--- src/rtl/shift_add_multiplier_param.sv ---
// Sequential shift-and-add multiplier with a runtime signed/unsigned mode.
// An operation takes WIDTH iterations of the CALC state after the start edge.
// Signed operands are converted to magnitudes on entry, and the sign is
// reapplied to the final 2*WIDTH-bit product.
module shift_add_multiplier_param #(
  parameter int WIDTH = 4
) (
  input  logic                 clk,
  input  logic                 rst,
  input  logic                 st_i,
  input  logic                 signed_i,
  input  logic [WIDTH-1:0]     mcand_i,
  input  logic [WIDTH-1:0]     mplier_i,
  output logic                 busy_o,
  output logic                 done_o,
  output logic [2*WIDTH-1:0]   product_o
);

  // The counter only has to reach WIDTH-1.
  localparam int CW = (WIDTH > 2) ? $clog2(WIDTH) : 1;
  localparam logic [CW-1:0] LAST_CNT = CW'(WIDTH - 1);

  typedef enum logic {S_IDLE, S_CALC} state_t;

  state_t               r_state;
  state_t               w_state_nxt;
  logic [CW-1:0]        r_cnt;
  logic [2*WIDTH-1:0]   r_acc;
  logic [WIDTH-1:0]     r_mcand;
  logic                 r_neg;
  logic                 r_done;
  logic [2*WIDTH-1:0]   r_product;

  logic                 w_start;
  logic                 w_last;
  logic signed [WIDTH-1:0] w_mcand_s;
  logic signed [WIDTH-1:0] w_mplier_s;
  logic [WIDTH-1:0]     w_mcand_mag;
  logic [WIDTH-1:0]     w_mplier_mag;
  logic                 w_neg_in;
  logic [WIDTH:0]       w_sum;
  logic [2*WIDTH-1:0]   w_acc_nxt;

  // Two's-complement magnitude of a WIDTH-bit operand. The most negative
  // value maps to 2^(WIDTH-1), which still fits as an unsigned magnitude.
  function automatic logic [WIDTH-1:0] magnitude(input logic signed [WIDTH-1:0] v);
    logic [WIDTH-1:0] u;
    u = v;
    return (v < 0) ? (~u + 1'b1) : u;
  endfunction

  // Two's-complement negation of the full-width product. Zero maps to zero.
  function automatic logic [2*WIDTH-1:0] negate(input logic [2*WIDTH-1:0] v);
    return ~v + 1'b1;
  endfunction

  assign w_start    = (r_state == S_IDLE) && st_i;
  assign w_last     = (r_state == S_CALC) && (r_cnt == LAST_CNT);
  assign w_mcand_s  = mcand_i;
  assign w_mplier_s = mplier_i;

  assign w_mcand_mag  = signed_i ? magnitude(w_mcand_s)  : mcand_i;
  assign w_mplier_mag = signed_i ? magnitude(w_mplier_s) : mplier_i;
  assign w_neg_in     = signed_i && (mcand_i[WIDTH-1] ^ mplier_i[WIDTH-1]);

  // One iteration: conditionally add the multiplicand into the upper half
  // (keeping the carry), then shift {carry, acc} right by one bit.
  assign w_sum     = {1'b0, r_acc[2*WIDTH-1:WIDTH]} + (r_acc[0] ? {1'b0, r_mcand} : '0);
  assign w_acc_nxt = {w_sum, r_acc[WIDTH-1:1]};

  // State register.
  always_ff @(posedge clk or posedge rst) begin
    if (rst) r_state <= S_IDLE;
    else     r_state <= w_state_nxt;
  end

  // Next-state logic: start from IDLE, return after the last iteration.
  always_comb begin
    w_state_nxt = r_state;
    case (r_state)
      S_IDLE:  if (st_i)   w_state_nxt = S_CALC;
      S_CALC:  if (w_last) w_state_nxt = S_IDLE;
      default:             w_state_nxt = S_IDLE;
    endcase
  end

  // Datapath: load operands on start, iterate in CALC, publish on completion.
  always_ff @(posedge clk or posedge rst) begin
    if (rst) begin
      r_cnt     <= '0;
      r_acc     <= '0;
      r_mcand   <= '0;
      r_neg     <= 1'b0;
      r_done    <= 1'b0;
      r_product <= '0;
    end else begin
      r_done <= 1'b0;
      if (w_start) begin
        r_acc   <= {{WIDTH{1'b0}}, w_mplier_mag};
        r_mcand <= w_mcand_mag;
        r_neg   <= w_neg_in;
        r_cnt   <= '0;
      end else if (r_state == S_CALC) begin
        r_acc <= w_acc_nxt;
        r_cnt <= r_cnt + CW'(1);
        if (w_last) begin
          r_product <= r_neg ? negate(w_acc_nxt) : w_acc_nxt;
          r_done    <= 1'b1;
          r_cnt     <= '0;
        end
      end
    end
  end

  assign busy_o    = (r_state == S_CALC);
  assign done_o    = r_done;
  assign product_o = r_product;

endmodule

--- config.mk ---
export PLATFORM = sky130hd
export DESIGN_NAME = shift_add_multiplier_param
export DESIGN_NICKNAME = d
export VERILOG_FILES = /design/src/rtl/shift_add_multiplier_param.sv
export SDC_FILE = /design/constraint.sdc
export NUM_CORES = 1
export LEC_CHECK = 0
export ABC_CLOCK_PERIOD_IN_PS = 2400
export CAP_MARGIN = 20
export CORE_MARGIN = 10
export CORE_UTILIZATION = 50
export CTS_BUF_LIST = sky130_fd_sc_hd__clkbuf_4 sky130_fd_sc_hd__clkbuf_8
export CTS_CLUSTER_SIZE = 12
export DETAILED_ROUTE_END_ITERATION = 16
export PLACE_DENSITY_LB_ADDON = 0.3
export SLEW_MARGIN = 25
export SYNTH_ARGS = -nofsm -noshare
export SYNTH_HDL_FRONTEND = slang
export SYNTH_SLANG_ARGS = --single-unit
export TNS_END_PERCENT = 1
--- constraint.sdc ---
create_clock -name clk -period 2.4 [get_ports clk]
set_input_delay 0.6 -clock clk [delete_from_list [all_inputs] [get_ports clk]]
set_output_delay 0.6 -clock clk [all_outputs]
set_load 0.005 [all_outputs]
# Yosys cells after proc, flatten, opt, wreduce, memory -nomap -nowiden
# Index checks and enable logic that the tools add are counted.
[op_classes]
n_addsub = 5
order_cmp = 2
eq_ne = 1
n_mux = 17
bitwise_logic = 6
reduce_logical = 5
[ops]
columns = ["cell", "count"]
rows = [
  ["2-to-1 mux 8 bit", 3],
  ["2-to-1 mux 4 bit", 5],
  ["adder 4 x 1 -> 4 bit, second input constant", 2],
  ["adder 8 x 1 -> 8 bit, second input constant", 1],
  ["< comparator 4 x 1 -> 1 bit, second input constant", 2],
  ["NOT 4 bit", 2],
  ["NOT 8 bit", 1],
  ["2-to-1 mux 2 bit", 3],
  ["adder 4 x 4 -> 5 bit", 1],
  ["2-to-1 mux 1 bit", 5],
  ["logical AND 1 bit", 3],
  ["AND reduction 3 bit", 1],
  ["adder 2 x 1 -> 2 bit, second input constant", 1],
  ["== test 2 bit, second input constant", 1],
  ["NOT 1 bit", 2],
  ["case mux 1 bit (2 select lines)", 1],
  ["nonzero test 2 bit", 1],
  ["bitwise XOR 1 bit", 1],
]
[totals]
regBits = 25
input_bits = 12
output_inout_bits = 10
elab_cells = 43

# Depth between registers and ports, before layout
[logic_depth]
word_depth = 5
ltp_mapped = 7

# Least setup slack after synthesis
# OpenSTA, ideal clock, no wires.
[synth_path]
path_kind = "flip-flop to flip-flop"
startpoint = "reg r_acc[0]"
endpoint = "reg r_product[7], in the netlist product_o[7]"
t_arrival_ns = 2.257
t_required_ns = 2.313
slack_ns = 0.056
path_stages_with_launch = 7
path_buffers = 0
path_cell_list = "dfrtp_1 -> and2_1 -> ha_1 -> fa_1 -> or4_4 -> or3b_1 -> o211ai_1"
[synth_between]
elab_chain_len = 5
[synth_rtl]
columns = ["element", "line_no", "text"]
rows = [
  ["start: declaration", "28", "logic [2*WIDTH-1:0] r_acc;"],
  ["start signal: assignment", "99", "r_acc <= {{WIDTH{1'b0}}, w_mplier_mag};"],
  ["start signal: assignment", "104", "r_acc <= w_acc_nxt;"],
  ["2-to-1 mux 4 bit *", "68", "assign w_sum = {1'b0, r_acc[2*WIDTH-1:WIDTH]} + (r_acc[0] ? {1'b0, r_mcand} : '0);"],
  ["adder 4 x 4 -> 5 bit *", "68", ""],
  ["NOT 8 bit", "54", "return ~v + 1'b1;"],
  ["adder 8 x 1 -> 8 bit", "54", ""],
  ["2-to-1 mux 8 bit *", "107", "r_product <= r_neg ? negate(w_acc_nxt) : w_acc_nxt;"],
  ["end signal: assignment", "107", ""],
  ["end: declaration", "32", "logic [2*WIDTH-1:0] r_product;"],
]
# Every way passes the cells marked *; elsewhere a longest branch is shown, timed or not.
# A chain may end at the register's enable or synchronous reset.

# Worst setup path in the final report
[layout_path]
startpoint = "reg r_mcand[0]"
endpoint = "reg r_product[7], in the netlist product_o[7]"
[layout_between]
elab_chain_len = 5
[layout_rtl]
columns = ["element", "line_no", "text"]
rows = [
  ["start: declaration", "29", "logic [WIDTH-1:0] r_mcand;"],
  ["start signal: assignment", "100", "r_mcand <= w_mcand_mag;"],
  ["2-to-1 mux 4 bit *", "68", ""],
  ["adder 4 x 4 -> 5 bit *", "68", ""],
  ["NOT 8 bit", "54", ""],
  ["adder 8 x 1 -> 8 bit", "54", ""],
  ["2-to-1 mux 8 bit *", "107", ""],
]
# Marked as above.

==> flow_summary.toml <==
[power_and_ir_drop]
ir_drop_mv = 0.622
p_leak_nw = 0.838
power_density_nw_per_um2 = 1040

[timing]
finalSetupViolations = 0
rsz0062_at_grt = "true"
fin_crit_sh = 0.993
fmax_ghz = 0.419
hold-worst-slack_ns = 0.492
max_slew.worst_pin.slew_ns = 0.425
slew_viol_final = 0
relSlewSlack = 0.716
fin_skew_ns = 0.00397
tns_ns = 0
fin_crit_ns = 2.38
finalHoldViolCount = 0

[final_layout]
drive_gt1_frac = 0.119
stdcell_count = 207
diodes = 0
fin_nets = 198
syn_to_final_growth_pct = 23.7
stdcell_area_um2 = 1750

[critical_path]
crit_type = "flop to flop"
r2r_end = "product_o[7]"
cp-startpoint = "r_mcand[0]"
cp-endpoint = "product_o[7]"
endpoint_kind = "flop"
worstPathArrival_ns = 2.64
rrSetupSlack_ns = 0.02
crit_required_ns = 2.66
timing.rr.start = "r_mcand[0]"
cp_max_fo = 2
cp-start-kind = "flop"
r2r_cells = 7

[logic_synthesis]
synthFlopType = "dfrtp_1"
async_reset_ff_frac = 1.00
synth.area.top_cells = "dfrtp_1 44%, ha_1 7.1%, o21ai_0 6.4%"
synth_area_um2 = 1420
synth.most_common_cell = "dfrtp_1"
syn_inst = 149
yosysTopAreaCellShare = 0.442
avgSynthCellArea_um2 = 9.51
yosys_warnings = 0
ys_seq_elements = 25
synth_top_area_cell = "dfrtp_1"
yosysSeqAreaShare = 0.442
synth_cell_types = 37
synth-edff-count = 0
synthTopCellsByCount = "25 x dfrtp_1, 24 x nand2_1, 18 x o21ai_0, 8 x ha_1, 8 x nor2_1"
syn_nets = 170

[clock_tree]
max-clock-path-buffers = 2
cts_tree = "done"
cts_inserted_buffers = 3
htreeDepth = 1
clk_pin_slew_worst_paths_ns = 0.15
cts.sinks = 25
postCtsHoldBufs = 0
insertion_delay_ns = 0.33
root_buffer = "clkbuf_4"

[global_route]
overflow = 0
antenna_found_initial = 0
grt_pass1_vias = 1177
grt_usage = 0.117
grt_max_degree = 26
grt_pass1_wl_um = 5020

[place]
dpl.hpwl_um = 2300
io_buffer_count = 21
dp.cells = 199
place.gp.congestion = 0.869
place_area_um2 = 1670

[floorplan]
start_util = 0.518
core_um2 = 2730
dieArea_um2 = 5360
placementRows = 19
die_y_um = 73.2
io_pins = 22
chipWidth_um = 73.2

[min_path]
hold_class = "flop to flop"

[detailed_routing]
drc = 0
viasPerCell = 5.53
firstDrtPassIters = 4
vias = 1145
ant_nets = 0
wirelength_um = 3080
drtIter0Drc = 47
wl_per_cell_um = 14.9

[outcome]
outcome = "complete, no violations"

[job]
drv_cap = 0
==> metrics by stage <==
step / utilization / power, mW / setup WS [ns]
2_1_floorplan: - / 1.24 / 0.0561
3_3_place_gp: 0.611 / 1.53 / 0.0952
3_5_place_dp: 0.611 / 1.57 / 0.00396
4_1_cts: 0.625 / 1.78 / 0.00993
5_1_grt: 0.641 / 1.98 / -0.0707
6_report: 0.641 / 1.83 / 0.0161
==> repair_timing <==
item	4_1_cts	5_1_grt
setup endpoints to repair	1	1
setup buffers	1	3
pin swaps	0	6
resized for setup	0	4
==> critical path: stages (launching register included) <==
cell and delay (ns):
dfrtp_1 0.40, and2_1 0.16, ha_2 0.19, fa_2 0.39, xor2_2 0.17, or4_4 0.43
or3b_1 0.39, o211ai_1 0.18
==> cell usage in the layout, fill, tap and decap left out, types with 4 or more instances in the layout <==
cell / Yosys / routed
clkdlybuf4s50_1: 0 / 21
o21ai_0: 18 / 18
and2_1: 5 / 5
nand2b_1: 4 / 4
a22o_1: 4 / 4
inv_1: 7 / 7
nor2_1: 8 / 8
buf_4: 0 / 8
xor2_1: 5 / 4
ha_1: 8 / 7
nand2_1: 24 / 24
dfrtp_1: 25 / 25
==> flip-flops by register name (all words and copies together) (netlist names) <==
signal	flops
r_mcand	4
product_o	8
done_o	1
r_cnt	2
busy_o	1
r_neg	1
r_acc	8
==> metal layers <==
metal | up-vias | routed length (um) | global-route usage
met5 | - | 0 | 0
li1 | 566 | - | -
met3 | 10 | 141 | 0.0272
met2 | 31 | 1490 | 0.196
met1 | 538 | 1350 | 0.127
met4 | 0 | 95 | 0.0823
==> how the worst min path moves through the flow <==
stage | startpoint | end | slack [ns] | depth (start not counted)
final | product_o[2] | product_o[2] | 0.49 | 2
after global routing | product_o[0] | product_o[0] | 0.52 | 2
after CTS | product_o[4] | product_o[4] | 0.50 | 2
after detailed placement | product_o[4] | product_o[4] | 0.47 | 2
after global placement | r_mcand[0] | r_mcand[0] | 0.46 | 2
after floorplan | r_mcand[0] | r_mcand[0] | 0.44 | 2
==> area by class of cell <==
cell class,count,area (um2)
fill,223,982
multi-input combinational,110,757
sequential,25,626
timing repair buffer,29,270
tap,31,38.8
inverter,8,30.0
clock buffer,3,22.5
clock inverter,1,7.51
==> cell families after synthesis <==
| group | synth area share |
|---|---|
| adder cells (fa/ha/maj) | 0.0848 |
| AO/OA/AOI/OAI | 0.162 |
| AND/OR/NAND/NOR | 0.193 |
| buffers and inverters | 0.0380 |
| XOR/XNOR | 0.0592 |
| flip-flops | 0.442 |
| multiplexers | 0.0212 |
==> power breakdown <==
part	total, mW	switching [mW]	internal (mW)
Combinational	0.913	0.419	0.494
Sequential	0.712	0.127	0.586
Clock	0.203	0.139	0.0640
No activity file was read; power rests on OpenSTA's default activity.
==> edit 1, RTL diff (same settings) <==
Reset style: synchronous (`rst`), changed in 2 clocked blocks.
--- a/src/rtl/shift_add_multiplier_param.sv
+++ b/src/rtl/shift_add_multiplier_param.sv
@@ -70,5 +70,5 @@
 
   // State register.
-  always_ff @(posedge clk or posedge rst) begin
+  always_ff @(posedge clk) begin
     if (rst) r_state <= S_IDLE;
     else     r_state <= w_state_nxt;
@@ -86,5 +86,5 @@
 
   // Datapath: load operands on start, iterate in CALC, publish on completion.
-  always_ff @(posedge clk or posedge rst) begin
+  always_ff @(posedge clk) begin
     if (rst) begin
       r_cnt     <= '0;
Check against the original RTL: differs if rst is asserted again (counterexample within 4 cycles, from zero or initial values and one cycle with rst high); with rst held inactive, the same outputs for 10 cycles.
==> edit 1 against the original RTL <==
  * Non-clock buffer count is 3 lower
  * Worst setup slack better by 0.093 ns
  * Count of clock-buffer cells in the layout stayed put
  * Wire length is 3.2% lower
  * Final area is 5.7% lower
  * Sequential cell count stayed put
  * Area after synthesis is 3.0% lower
  * First-iteration DRC count is 38% higher
Power is not compared: it rests on default switching activity, and its combinational part moved more than twofold at a synthesized area within 25%.
==> edit 1: results (changes against the original RTL) <==
| Metric | Value |
|---|---|
| Crit-path leading delay family | simple AND/OR/NAND/NOR gates |
| Max stage delay on crit path | 0.50 ns (+0.07 ns) |
| Hpwl dp | 2350 um (+2.2%) |
| Nets | 210 (+6.1%) |
| Global-route wire length before repair | 5120 um (+2.1%) |
| Port Buffers | 21 (unchanged) |
| DRT Pass-1 Iters | 6 (+2) |
| HP Class | reg -> reg |
| Post-synthesis cell count | 167 (+12%) |
| Register area share after synthesis | 36.4% (-7.7 points) |
| Global-route usage over all layers | 11.7% (-0.036 points) |
| Top cells by count, synth | dfxtp_1, nor2_1, a21oi_1, nand2_1, inv_1 |
| EDFF count, synth | 0 (unchanged) |
| FFs w/ async S/R, synth | 0% (-100 points) |
| Crit-path slowest cell | or4_1 |
| Placed inst area | 1620 um2 (-3.4%) |
| Routed wire length per instance | 13.7 um (-8.1%) |
| Ant diodes | 0 (unchanged) |
| Clock Latency Late Sink | 0.31 ns (-0.02 ns) |
| Worst-Margin Slew | 0.496 ns (+0.0711 ns) |
| Antenna violations before repair | 0 (unchanged) |
| Yosys cell types | 34 (-8.1%) |
| Run status | finished, final reports clean |
| CTS root buffer | clkbuf_4 |
| CP arrival | 2.55 ns (-0.09 ns) |
| Largest net degree at the start of global routing | 17 (-35%) |
| Layout cells sized above 1 | 7.45% (-4.5 points) |
| H-tree depth | 1 (unchanged) |
| Clk_skew | 0.00145 ns (-0.00252 ns) |
| Clock transition at path regs | 0.14 ns |
| Yosys warns | 0 (unchanged) |
| Final Non-Filler Cells | 218 (+5.3%) |
| Fillers | 234 (+4.9%) |
| Worst-path fanout max | 4 (+2) |
| CTS Buffer Depth | 2 (unchanged) |
| Mapped Nets | 188 (+11%) |
| 1st-iter DRT viols | 65 (+38%) |
| Top cells by area, synth | dfxtp_1, ha_1, a21oi_1, nor2_1, nand2_1 |
| Post-DR vias/cell | 5.43 (-1.8%) |
| Top_reg_cell synth | dfxtp_1 |
| Number of global-route vias before repair | 1200 (+2.0%) |
| Routability Congestion | 0.824 (-5.2%) |
| Worst VDD drop | 0.332 mV |
| Inserted Clock Buffers | 3 (unchanged) |
| Leakage | 0.000661 uW |
-- edit 1: metal layers --
layer	up-vias	wire length, um	track usage [%]
met5	-	0	0
met4	0	44	7.81
met3	2	156	2.18
met2	31	1490	20.7
met1	534	1290	12.2
li1	617	-	-
-- edit 1: per-stage QoR --
| step | setup TNS, ns | total power [uW] | setup slack (ns) | util, % | hold slack, ns |
|---|---|---|---|---|---|
| 6_report | 0 | 749 | 0.109 | 64.9 | 0.465 |
| 4_1_cts | 0 | 752 | 0.0529 | 64.6 | 0.470 |
| 3_5_place_dp | 0 | 567 | 0.0351 | 63.5 | 0.452 |
| 2_1_floorplan | 0 | 518 | 0.210 | - | 0.432 |
| 5_1_grt | -0.00491 | 786 | -0.00491 | 64.9 | 0.482 |
| 3_3_place_gp | 0 | 560 | 0.171 | 63.5 | 0.439 |
-- edit 1: timing repair --
action                                  in CTS  in global routing
hold endpoints to repair                     0                  0
endpoints found under the setup margin       0                  1
gates resized for setup                      0                  1
buffers inserted                             0                  1
-- edit 1: worst register-to-register path, delay by kind of cell (launching register included) --
family                     cells  cell delay (ns)
and+or+nand+nor                3             0.80
adders and majority gates      2             0.55
AOI/OAI and AO/OA              3             0.47
DFF                            1             0.37
buffers and inverters          1             0.05
-- edit 1: area by class of cell --
class	instances	area [um2]	area share [%]
clock inverter	1	5.00	0.303
tap	30	37.5	2.27
clock buffer	3	22.5	1.36
multi-input combinational	123	800	48.4
timing repair buffer	26	248	15.0
inverter	10	37.5	2.27
sequential	25	502	30.4
-- edit 1: cell families after synthesis --
group                      count (synthesis)  synth area share [%]
AOI/OAI and AO/OA                         38                  18.7
xor gates and xnor gates                   8                  5.10
adders and majority gates                  9                  8.74
buffers and inverters                     19                  5.37
DFF                                       25                  36.4
muxes                                      2                  1.46
and+or+nand+nor                           66                  24.2
-- edit 1: where the power goes --
| group | switching [uW] | internal, uW |
|---|---|---|
| clock network | 127 | 62.3 |
| registers | 15.1 | 429 |
| logic | 59.3 | 56.3 |
-- edit 1: final timing paths --
check / start / to / slack [ns] / cells past startpoint
hold / removal: product_o[0] / product_o[0] / 0.46 / 2
setup reg to reg: r_acc[0] / product_o[7] / 0.11 / 9
setup / recovery: r_acc[0] / product_o[7] / 0.11 / 9
hold reg to reg: product_o[0] / product_o[0] / 0.46 / 2
==> edit 2, RTL diff (config.mk and constraints unchanged) <==
Without the edit above. Change the parameter `WIDTH` from 4 to 2.
--- a/src/rtl/shift_add_multiplier_param.sv
+++ b/src/rtl/shift_add_multiplier_param.sv
@@ -4,5 +4,5 @@
 // reapplied to the final 2*WIDTH-bit product.
 module shift_add_multiplier_param #(
-  parameter int WIDTH = 4
+  parameter int WIDTH = 2
 ) (
   input  logic                 clk,
Interface: changed (resized mcand_i, mplier_i and product_o); port bits go from 22 to 14. No check against the original RTL was run, so the function may have changed too.
==> edit 2 against the original RTL <==
  * Area after synthesis fell by 53%
  * Critical path type unchanged
  * Critical endpoint is now product_o[3]
  * Worst setup slack better by 0.36 ns
  * Fmax increased by 18%
  * Final cell count decreased by 53%
  * Largest power group is now sequential cells
  * Clock skew barely moved
  * Sequential cell count is 11 lower
  * Total power shrank 48%
  * Synthesized cell count is 55% lower
  * Final area shrank 52%
  * Combinational power fell by 60%
  * Wire length is 59% lower
==> edit 2: results (changes against the original RTL) <==
| Metric | Value |
|---|---|
| Placed Cells | 94 (-53%) |
| 1st-iter DRT viols | 7 (-85%) |
| Mapped Nets | 78 (-54%) |
| Syn_area_per_cell | 9.97 um2 (+4.9%) |
| Cell Int Power | 625 uW (-45%) |
| Worst VDD drop | 0.644 mV (+3.4%) |
| Yosys cell types | 22 (-41%) |
| Setup bufs post-CTS | 0 (-1) |
| Reg area | 350 um2 (-44%) |
| Leakage | 0.000391 uW (-53%) |
| Routability Congestion | 0.791 (-9.0%) |
| Post-DR vias/cell | 5.03 (-9.1%) |
| Clk_skew | 0.00418 ns (+0.000213 ns) |
| M1 wire length | 553 um (-59%) |
| Fraction of area in non-clock buffers | 15.3% (-0.089 points) |
| Logic power comb | 369 uW (-60%) |
| Clock transition at path regs | 0.09 ns (-0.06 ns) |
| Number of non-clock buffers | 13 (-55%) |
| Fraction of area in multi-input gates | 33.8% (-9.4 points) |
| Clock buffer cells | 4 (+1) |
| Multi-input gate count | 45 (-59%) |
| Number of global-route vias before repair | 474 (-60%) |
| Clock Latency Late Sink | 0.28 ns (-0.05 ns) |
| Layout cells sized above 1 | 6.02% (-5.9 points) |
| Worst-path fanout max | 3 (+1) |
| Crit-path slowest cell | fa_1 |
| Max stage delay on crit path | 0.52 ns (+0.09 ns) |
| Clk. pwr | 169 uW (-17%) |
| Run status | finished, final reports clean |
==> edit 2: final timing paths <==
check | startpoint | end | slack (ns) | cells past startpoint
max in group asynchronous | rst | busy_o | 1.40 | 2
worst min-delay path | product_o[2] | product_o[2] | 0.49 | 2
min in group asynchronous | rst | r_acc[2] | 0.65 | 2
worst min register to register | product_o[2] | product_o[2] | 0.49 | 2
worst max-delay path | r_mcand[0] | product_o[3] | 0.38 | 7
worst max register to register | r_mcand[0] | product_o[3] | 0.38 | 7
==> edit 2: logic make-up (layout without fill, tap and decap cells) <==
group / Yosys count / count (layout) / synth area share [%]
buffers and inverters: 8 / 24 / 4.68
DFF: 14 / 14 / 52.4
and+or+nand+nor: 23 / 23 / 16.3
xor gates and xnor gates: 2 / 2 / 2.62
adders and majority gates: 3 / 3 / 6.74
AOI/OAI and AO/OA: 14 / 14 / 12.5
muxes: 3 / 3 / 4.68
